<file path="src/rtl/mul16x16_seq_ctrl.sv">
// 16x16 unsigned multiplier sequencer built around one shared 8x8 multiplier.
// Issues four partial products, realigns them, accumulates and hands back the 32-bit result.
module mul16x16_seq_ctrl #(
    parameter int PP_LAT = 0
) (
    input  logic        clk,
    input  logic        rst,
    input  logic        in_valid,
    output logic        in_ready,
    input  logic [15:0] in_a,
    input  logic [15:0] in_b,
    output logic [7:0]  pp_a,
    output logic [7:0]  pp_b,
    input  logic [15:0] pp_p,
    output logic        out_valid,
    input  logic        out_ready,
    output logic [31:0] out_p,
    output logic        busy
);

    typedef enum logic [1:0] {
        IDLE,
        ISSUE,
        DRAIN,
        DONE
    } state_t;

    state_t      state;
    logic [1:0]  step;
    logic [15:0] a_q;
    logic [15:0] b_q;
    logic [31:0] acc;
    logic [31:0] acc_nxt;
    logic [31:0] pp_sh;
    logic        iss_vld;
    logic [1:0]  iss_k;
    logic        cap_vld;
    logic [1:0]  cap_k;

    assign iss_vld  = (state == ISSUE);
    assign iss_k    = step;
    assign in_ready = (state == IDLE) && !rst;
    assign busy     = (state != IDLE);

    // Step tag follows the operands through the multiplier latency.
    generate
        if (PP_LAT == 0) begin : g_nolat
            assign cap_vld = iss_vld;
            assign cap_k   = iss_k;
        end else begin : g_lat
            logic [PP_LAT-1:0] vld_sr;
            logic [1:0]        k_sr [PP_LAT];

            always_ff @(posedge clk) begin
                if (rst) begin
                    for (int i = 0; i < PP_LAT; i++) begin
                        vld_sr[i] <= 1'b0;
                        k_sr[i]   <= 2'd0;
                    end
                end else begin
                    vld_sr[0] <= iss_vld;
                    k_sr[0]   <= iss_k;
                    for (int i = 1; i < PP_LAT; i++) begin
                        vld_sr[i] <= vld_sr[i-1];
                        k_sr[i]   <= k_sr[i-1];
                    end
                end
            end

            assign cap_vld = vld_sr[PP_LAT-1];
            assign cap_k   = k_sr[PP_LAT-1];
        end
    endgenerate

    always_comb begin
        pp_sh = {16'h0000, pp_p};
        unique case (cap_k)
            2'd0:    pp_sh = {16'h0000, pp_p};
            2'd1:    pp_sh = {8'h00, pp_p, 8'h00};
            2'd2:    pp_sh = {8'h00, pp_p, 8'h00};
            2'd3:    pp_sh = {pp_p, 16'h0000};
            default: pp_sh = {16'h0000, pp_p};
        endcase
    end

    assign acc_nxt = acc + pp_sh;

    always_ff @(posedge clk) begin
        if (rst) begin
            state     <= IDLE;
            step      <= 2'd0;
            a_q       <= 16'h0000;
            b_q       <= 16'h0000;
            acc       <= 32'h0000_0000;
            pp_a      <= 8'h00;
            pp_b      <= 8'h00;
            out_valid <= 1'b0;
            out_p     <= 32'h0000_0000;
        end else begin
            unique case (state)
                IDLE: begin
                    if (in_valid) begin
                        a_q   <= in_a;
                        b_q   <= in_b;
                        acc   <= 32'h0000_0000;
                        pp_a  <= in_a[7:0];
                        pp_b  <= in_b[7:0];
                        step  <= 2'd0;
                        state <= ISSUE;
                    end
                end
                ISSUE: begin
                    step <= step + 2'd1;
                    unique case (step)
                        2'd0: begin
                            pp_a <= a_q[15:8];
                            pp_b <= b_q[7:0];
                        end
                        2'd1: begin
                            pp_a <= a_q[7:0];
                            pp_b <= b_q[15:8];
                        end
                        2'd2: begin
                            pp_a <= a_q[15:8];
                            pp_b <= b_q[15:8];
                        end
                        default: begin
                            pp_a  <= 8'h00;
                            pp_b  <= 8'h00;
                            state <= DRAIN;
                        end
                    endcase
                end
                DRAIN: begin
                    state <= DRAIN;
                end
                DONE: begin
                    if (out_ready) begin
                        out_valid <= 1'b0;
                        state     <= IDLE;
                    end
                end
                default: begin
                    state <= IDLE;
                end
            endcase

            // The last partial product lands here; this overrides the DRAIN step.
            if (cap_vld) begin
                acc <= acc_nxt;
                if (cap_k == 2'd3) begin
                    out_p     <= acc_nxt;
                    out_valid <= 1'b1;
                    state     <= DONE;
                end
            end
        end
    end

endmodule
</file>
<file path="config.mk">
export PLATFORM = sky130hd
export DESIGN_NAME = mul16x16_seq_ctrl
export DESIGN_NICKNAME = d
export VERILOG_FILES = /design/src/rtl/mul16x16_seq_ctrl.sv
export SDC_FILE = /design/constraint.sdc
export NUM_CORES = 1
export LEC_CHECK = 0
export ABC_AREA = 1
export CORE_ASPECT_RATIO = 1.1
export CORE_UTILIZATION = 50
export CTS_BUF_LIST = sky130_fd_sc_hd__clkbuf_8 sky130_fd_sc_hd__clkbuf_16
export DETAILED_ROUTE_END_ITERATION = 8
export PLACE_DENSITY = 0.77
export SYNTH_ARGS = -nofsm -noshare
export SYNTH_HDL_FRONTEND = slang
export SYNTH_SLANG_ARGS = --single-unit
</file>
<file path="constraint.sdc">
create_clock -name clk -period 2.8 [get_ports clk]
set_input_delay 0.56 -clock clk [delete_from_list [all_inputs] [get_ports clk]]
set_output_delay 0.56 -clock clk [all_outputs]
set_load 0.01 [all_outputs]
</file>
==> key figures <==
Timing
  – Max Clk Rate: 383.1 MHz
  – Fin Hold WS: 462.5 ps
  – Final setup violation count: 0
  – Clk_skew: 6.501 ps
  – Slew margin rel.: 46.62%
  – Period utilization: 93.23%
  – RSZ-0062 raised after global routing: true
  – Slew Viols, Final: 0
  – Final hold viol count: 0
  – Final min period: 2610 ps
  – Worst slew pin tran: 799.8 ps

Final layout
  – Share of cells above drive strength 1: 9.190%
  – Final layout net count: 1363
  – Synthesis-to-finish area growth: 29.99%
  – ANT cells: 0
  – Finished Core Util: 67.07%
  – Post-route cell area: 9328 µm²

Critical path
  – Reg2Reg Depth: 14
  – Top cell by count, worst path: nand2_1
  – WS Path Type: reg2reg
  – CP startpoint kind: flip-flop
  – R2R setup slack: 190 ps
  – CP max-delay cell: ha_1
  – Worst R2R End: acc[16]
  – Critical path's largest stage delay: 370 ps
  – CP arrival: 2960 ps
  – Critical path peak fanout: 16
  – R2r startpoint: cap_k[1]
  – Cells along the critical path: inv_1 -> ha_2 -> nand2_2 -> buf_12 -> o22ai_1 -> ha_1 -> nand2_1 -> nor2_1 -> and2_1 -> nand2_1 -> nand2_1 -> xor2_1 -> nand2_1 -> a21oi_1
  – Crit. End Element: flip-flop
  – Worst EP required: 3150 ps

Synthesis
  – Post-Synth Adder-Cell Area: 6.731%
  – Synth Area in Compound Gates: 17.42%
  – Yosys cell types: 30
  – Post-Syn Area: 7176 µm²
  – Seq cells post-synth: 117
  – Net count after synthesis: 1240
  – Cells after Synth: 1150
  – Main combinational cell family by area after synthesis: simple AND/OR/NAND/NOR gates
  – Average size of a mapped cell: 6.240 µm²
  – Post-Synth Simple-Gate Area: 28.93%
  – Synth Area in XOR/XNOR: 1.953%
  – Mux cell area share after synthesis: 0%
  – Syn. warnings: 0
  – Sequential area share after synthesis: 32.64%

Place
  – Area after DPL: 8567 µm²
  – Gp weighted congestion: 0.9531
  – HPWL after detailed placement: 15690 µm
  – Port bufs: 102

Clock tree
  – Reg clk slew, reported paths: 50 ps
  – Bufs on Longest Clock Path: 2
  – Root Buffer: clkbuf_16
  – H-Tree Depth: 4
  – Worst skew pair latency: 430 ps
  – CTS tree: built
  – Post-CTS Hold Fix Bufs: 0
  – # clock sinks: 117
  – Inserted Clock Buffers: 17

Routing
  – Routed vias: 7525
  – Metal-1 WL: 9499 µm
  – Initial drt markers: 587
  – Routed len/inst: 14.75 µm
  – # DRC: 0
  – Antenna-violating nets left: 0
  – Vias per Instance: 5.112
  – DR pass1 iterations: 5
  – WL met2: 10080 µm
  – Max layer used: met4
  – Routed wl met3: 1544 µm
  – WL final: 21710 µm

Global route
  – First-pass GRT wire length: 34550 µm
  – Congestion Overflow GR: 0
  – Initial antenna violation count: 0
  – Pin count of the biggest net entering global routing: 45
  – Number of global-route vias before repair: 7125
  – GRT Overall Usage: 30.52%

Floorplan
  – Die X: 116.2 µm
  – Full die area: 14830 µm²
  – Chip height: 127.6 µm
  – Core ar.: 13910 µm²
  – Rows: 45
  – I/O pins: 103
  – Initial Util: 51.60%

Min path
  – WHS Endpoint: out_valid
  – Hold Crit Class: reg2reg
  – Cells on Worst Hold Path: 2
  – Hold path start: out_valid

Power and ir drop
  – Leakage: 0.004714 µW
  – VDD IR max: 0.3852 mV
  – PD cells: 544.4 nW/µm²
  – Total power: 5078 µW

Flow run
  – Max Cap Violations: 0

Status
  – Status: finished clean
-- cell families (layout without fill, tap and decap cells) --
logic type                 Yosys count  in the layout
xor gates and xnor gates            16             16
AOI/OAI and AO/OA                  222            222
adders and majority gates           38             38
and+or+nand+nor                    528            528
buffers and inverters              229            363
DFF                                117            117
-- stage by stage --
step           setup TNS [ps]  setup WS, ps  std cells
2_1_floorplan               0         30.87       1150
3_3_place_gp           -385.8        -95.96       1437
3_5_place_dp           -262.3        -70.99       1437
4_1_cts                     0         126.3       1467
5_1_grt                -144.0        -43.18       1472
6_report                    0         189.5       1472
-- worst max-delay path, delay by kind of cell, from the launching register on --
family | cells | cell delay (ps)
XOR/XNOR | 1 | 270
buffers and inverters | 2 | 240
adder cells (fa/ha/maj) | 2 | 660
AO/OA/AOI/OAI | 2 | 200
AND/OR/NAND/NOR | 7 | 850
flip-flops | 1 | 310
-- power breakdown --
part	internal (µW)	switching (µW)	leakage, µW
combinational	405	556	0.00345
clock	1500	800	0.000305
sequential	1760	53.1	0.000956
total	3670	1410	0.00471
-- cells in the mapped netlist (all sizes together) --
| library cell | number | area (µm²) |
|---|---|---|
| nand2 | 369 | 1398 |
| inv | 186 | 698.2 |
| dfxtp | 117 | 2342 |
| nor2 | 112 | 432.9 |
| o21ai | 89 | 445.4 |
| a21oi | 75 | 375.4 |
| nand3 | 38 | 190.2 |
| ha | 37 | 462.9 |
| clkbuf | 26 | 97.59 |
| o21bai | 17 | 127.6 |
| buf | 16 | 85.08 |
| o22ai | 16 | 100.1 |
| xor2 | 16 | 140.1 |
| a22o | 11 | 96.34 |
| o21a | 11 | 82.58 |
| and2 | 4 | 25.02 |
| a21o | 3 | 22.52 |
| nor3 | 2 | 10.01 |
| or2 | 2 | 12.52 |
| clkinv | 1 | 3.750 |
| fa | 1 | 20.02 |
| nand3b | 1 | 7.510 |
-- cell usage in the layout, fill, tap and decap left out, types with 32 or more instances in the layout --
master and count:
nand2_1 355, inv_1 182, dfxtp_1 117, clkdlybuf4s50_1 102, nor2_1 99, o21ai_0 74, a21oi_1 73, buf_4 42
nand3_1 38, ha_1 32
-- worst max path at each step --
stage          cells after the start     start         to  slack [ps]
2_1_floorplan                     19  cap_k[0]  out_p[27]          30
3_3_place_gp                      16   pp_p[9]  out_p[30]        -100
3_5_place_dp                      16   pp_p[9]  out_p[30]         -70
4_1_cts                           18  cap_k[1]  out_p[27]         130
5_1_grt                           19  cap_k[1]  out_p[30]         -40
6_report                          14  cap_k[1]    acc[16]         190
-- flip-flops by register name, indices dropped and copies added, names as in the netlist --
register and cells:
acc 32, out_p 32, a_q 16, b_q 16, pp_a 8, pp_b 8
cap_k 2, state 2, out_valid 1
-- layout make-up --
cell class | instances | area [µm²]
flip-flops and latches | 117 | 2342
well taps | 188 | 235.2
fillers | 1270 | 4579
clock inverters | 8 | 123.9
repair buffers | 146 | 1376
multi-input cells | 804 | 4054
clock buffers | 22 | 494.2
inverters | 187 | 701.9
-- timing repair --
item	CTS	global route
endpoints found under the setup margin	0	32
gates resized for setup	0	32
buffers inserted	0	5
-- metal layers --
layer  GRT usage, %  vias to the layer above
met5              0                        -
met4          11.84                        0
met3          5.930                       44
met2          49.67                      280
met1          39.49                     3375
li1               -                     3826
Power figures use the tool's default switching activity.
